$ cat config.mk
export PLATFORM = sky130hd
export DESIGN_NAME = tick_counter
export DESIGN_NICKNAME = d
export VERILOG_FILES = /design/src/rtl/ac_pkg.sv /design/src/rtl/tick_counter.sv
export SDC_FILE = /design/constraint.sdc
export NUM_CORES = 1
export LEC_CHECK = 0
export BUFFER_PORTS_ARGS = -buffer_cell sky130_fd_sc_hd__buf_2
export CORE_AREA = 2 2 44 46
export CTS_CLUSTER_SIZE = 16
export DETAILED_ROUTE_END_ITERATION = 8
export DIE_AREA = 0 0 46 48
export GPL_ROUTABILITY_DRIVEN = 1
export GPL_TIMING_DRIVEN = 1
export HOLD_SLACK_MARGIN = 0.03
export PLACE_DENSITY_LB_ADDON = 0.12
export SYNTH_ARGS = -nofsm -noshare
export SYNTH_HDL_FRONTEND = slang
export SYNTH_SLANG_ARGS = --single-unit
export TNS_END_PERCENT = 1
$ cat constraint.sdc
create_clock -name clk -period 3.58 [get_ports clk]
set_input_delay 0.179 -clock clk [delete_from_list [all_inputs] [get_ports clk]]
set_output_delay 0.179 -clock clk [all_outputs]
set_load 0.05 [all_outputs]
$ cat src/rtl/ac_pkg.sv
`default_nettype none
// ============================================================================
//  Module      : ac_pkg
//  Description : Shared definitions for the air-conditioning controller, the
//                room thermal model and their benches. Holds the mode
//                encoding, temperature width/limit and tick counter width.
//  Revision    : 1.0 - initial release
// ============================================================================
package ac_pkg;

    localparam int TEMP_W   = 5;
    localparam int TEMP_MAX = 31;
    localparam int CNT_W    = 8;

    localparam logic [1:0] MODE_DRIFT = 2'd0;
    localparam logic [1:0] MODE_HEAT  = 2'd1;
    localparam logic [1:0] MODE_COOL  = 2'd2;
    localparam logic [1:0] MODE_FAULT = 2'd3;

    // Mode implied by the actuator pair; both on is treated as a fault.
    function automatic logic [1:0] decode_mode(input logic heating, input logic cooling);
        logic [1:0] result;
        case ({heating, cooling})
            2'b10:   result = MODE_HEAT;
            2'b01:   result = MODE_COOL;
            2'b11:   result = MODE_FAULT;
            default: result = MODE_DRIFT;
        endcase
        return result;
    endfunction

endpackage
`default_nettype wire

$ cat src/rtl/tick_counter.sv
`default_nettype none
// ============================================================================
//  Module      : tick_counter
//  Description : Period counter for the room model. Counts enabled cycles and
//                flags the cycle on which the count reaches period-1, then
//                wraps to zero. A clear always wins and suppresses expiry.
//  Revision    : 1.0 - initial release
// ============================================================================
module tick_counter
    import ac_pkg::*;
(
    input  logic             clk,
    input  logic             rst,
    input  logic             clear,
    input  logic             enable,
    input  logic [CNT_W-1:0] period,
    output logic             expire
);

    logic [CNT_W-1:0] r_cnt;
    logic             w_at_last;

    assign w_at_last = (r_cnt == (period - CNT_W'(1)));
    assign expire    = enable & ~clear & w_at_last;

    // Count up while enabled; restart from zero on clear, reset or expiry.
    always_ff @(posedge clk) begin
        if (rst || clear) begin
            r_cnt <= '0;
        end else if (enable) begin
            if (w_at_last) begin
                r_cnt <= '0;
            end else begin
                r_cnt <= r_cnt + CNT_W'(1);
            end
        end
    end

endmodule
`default_nettype wire

==> key figures <==
Logic synthesis
  • Sequential area share after synthesis: 24.85%
  • Most instantiated cells after synthesis: xnor2_1 (9), dfxtp_1 (8), a211oi_1 (7)
  • EDFF count, synth: 0
  • Biggest area consumer among synthesized cells: dfxtp_1
  • Post-synth top area share: 24.85%
  • Synth unique cells: 31
  • Post-synthesis cell count: 72
  • Synth Area per Inst: 8.950 um^2
  • Post-synth net total: 86
  • Synth Register Bits: 8
  • Ys flop type: dfxtp_1
  • Yosys warns: 0
  • Most frequent cell after synthesis: xnor2_1
  • Post-Synthesis Cell Area: 644.4 um^2
  • Post-synthesis async set-or-reset flop share: 0%
  • Top post-synthesis cells by area: dfxtp_1 (25%), xnor2_1 (12%), a211oi_1 (8.2%), xor2_1 (8.2%), ha_1 (3.9%)

Worst setup path
  • Crit Path Category: in2out
  • FF-to-FF Start: r_cnt[0]$_SDFFE_PP0P_
  • R2R Path End: r_cnt[2]$_SDFFE_PP0P_
  • CP required: 3.40 ns
  • Critical Path End Type: output port
  • CP startpoint kind: primary input
  • R2R depth: 5
  • Worst EP arrival: 2.38 ns
  • R2R Setup Slk: 1.81 ns
  • Crit-path max FO: 8

Finish
  • Area of the multi-input gates: 446.7 um^2
  • Final instance area: 729.5 um^2
  • Largest register FFs: 8
  • Layout cells sized above 1: ~27%
  • Largest register by flop count: r_cnt
  • # fillers: 179
  • Final #Nets: 100
  • Synthesis-to-finish area growth: 13.20%
  • Biggest regs: r_cnt x8
  • Register area: 160.2 um^2
  • Ant diodes: 0

Clock network
  • CTS tree: yes
  • # Post-CTS Setup Buffers: 0
  • Htree depth: 1
  • Worst skew pair latency: 0.26 ns
  • Root Driver: clkbuf_4
  • CTS buffer count: 3
  • Clk sinks: 8
  • Hold buffers post-CTS: 0
  • Cts repair resizes: 0
  • CTS Buffer Depth: 2
  • Worst-path clk slew: about 0.060 ns

Timing
  • Final Max Slew Viols: 0
  • Crit path time final: 2.557 ns
  • Unrepaired setup endpoints after global routing: no
  • Max-slew headroom: 75.59%
  • Post-route setup slack: 1.023 ns
  • Setup TNS: 0 ns
  • Worst-Margin Slew: between 0.3 and 0.4 ns
  • Final hold vios: 0
  • Final setup viols: 0
  • Max Freq: 391.2 MHz
  • Worst Skew: around 0.0021 ns
  • Tcrit/Tclk final: 71.41%

Routing
  • Via-per-instance ratio: 5.792
  • DRC viols: 0
  • Number of routed nets with antenna violations: 0
  • Wirelength per Cell: 13.18 um
  • Wirelength, routed: ~1300 um
  • Number of DRC markers in iteration 0: 9
  • Total number of vias: 585
  • DR pass1 iterations: 4

GRT
  • Gr usage total: 13.74%
  • Antenna violations before repair: 0
  • Largest net degree at the start of global routing: 12
  • First-pass GRT wire length: 2159 um
  • Global route overflow: 0
  • Vias in the first global route: 490

Die
  • I/O pin count: 13
  • DIE HEIGHT: 48 um
  • Core footprint: 1689 um^2
  • Die Area: 2208 um^2
  • Die Width: 46 um
  • Initial core utilization: 38.15%
  • FP Rows: 15

Worst hold path
  • Hold Crit Depth: 2
  • Min-delay src: enable
  • Worst hold path class: in2reg
  • Hold Crit Endpoint: r_cnt[7]$_SDFFE_PP0P_

Placement
  • Post-DP HPWL: 1074 um
  • Port Buffers: 12
  • Placer Congestion: 0.7654
  • Place WS: 1.002 ns
  • Placed Area: 706.9 um^2

Power
  • Maximum vdd drop: 0.1906 mV
  • Psw: 0.00005472 W
  • Clock power frac: a little over a third
  • Total power: 0.0002016 W
  • Part of the power in registers: between 40% and 50%
  • PwrDens: 276.4 nW/um^2
  • Comb pwr share: 17.8%
  • Internal power: 0.0001469 W
  • Switch share: 27.14%
  • Pleak: 0.2721 nW

Run status
  • Outcome: finished, final reports clean

Run
  • Max_cap viols: 0
[worst max path at each step]
| stage | from | to | slack [ns] |
|---|---|---|---|
| after global routing | period[0] | expire | 0.90 |
| final | period[0] | expire | 1.02 |
| after detailed placement | period[0] | expire | 1.00 |
| after CTS | period[0] | expire | 1.0 |
| after floorplan | period[0] | expire | 1.08 |
| after global placement | period[0] | expire | 1.03 |
[cells by family after synthesis]
| group | share of synthesized area, % |
|---|---|
| adders and majority gates | 5.630 |
| buffers and inverters | 5.824 |
| and+or+nand+nor | 21.16 |
| DFF | 24.85 |
| xor gates and xnor gates | 20.39 |
| AOI/OAI and AO/OA | 22.13 |
[cells in the final DEF, fill, tap and decap left out, drive strengths merged, types with 2 or more instances in the layout]
master,instances
or3,3
xor2,6
buf,12
a2111oi,2
nand2,4
a311o,2
nand4,3
xnor2,9
a211oi,7
clkbuf,3
inv,5
ha,2
nor2,3
and3,2
dfxtp,8
[cell type report]
| type | instances | area share, % |
|---|---|---|
| multi-input combinational | 56 | 61.23 |
| tap | 17 | 2.916 |
| clock buffer | 3 | 3.087 |
| inverter | 5 | 2.573 |
| timing repair buffer | 12 | 8.233 |
| sequential | 8 | 21.96 |
[power groups by stage]
stage | clock [W] | combinational, W | sequential, W
after floorplan | 0 | 0.0000238 | 0.0000946
after global placement | 0 | 0.0000363 | 0.0000958
after detailed placement | 0 | 0.0000363 | 0.0000958
after CTS | 0.0000737 | 0.0000364 | 0.0000938
after global routing | 0.0000787 | 0.0000400 | 0.0000940
final | 0.0000720 | 0.0000359 | 0.0000937
[worst max-delay path: stages]
cell      delay (ns)
buf_2           0.12
inv_1           0.05
ha_1            0.18
or2b_2          0.33
or3_1           0.39
a221oi_2        0.25
and4_1          0.40
nor3b_2         0.21
buf_2           0.28
[per-stage QoR]
step	util [%]	hold WS, ns	std cells
after CTS	43.19	0.2469	101
final	43.19	0.2486	101
after detailed placement	41.85	0.5179	98
after global routing	43.19	0.2791	101
after floorplan	-	0.4327	72
after global placement	41.85	0.5147	98
[routing by layer]
layer / vias up / GRT usage (%) / wire (um)
met4: 0 / 6.857 / 27
met2: 12 / 22.50 / 624
met3: 4 / 2.264 / 36
li1: 293 / - / -
met5: - / 0 / 0
met1: 276 / 17.41 / 642
Note: power is estimated with default switching activity, not from simulation.
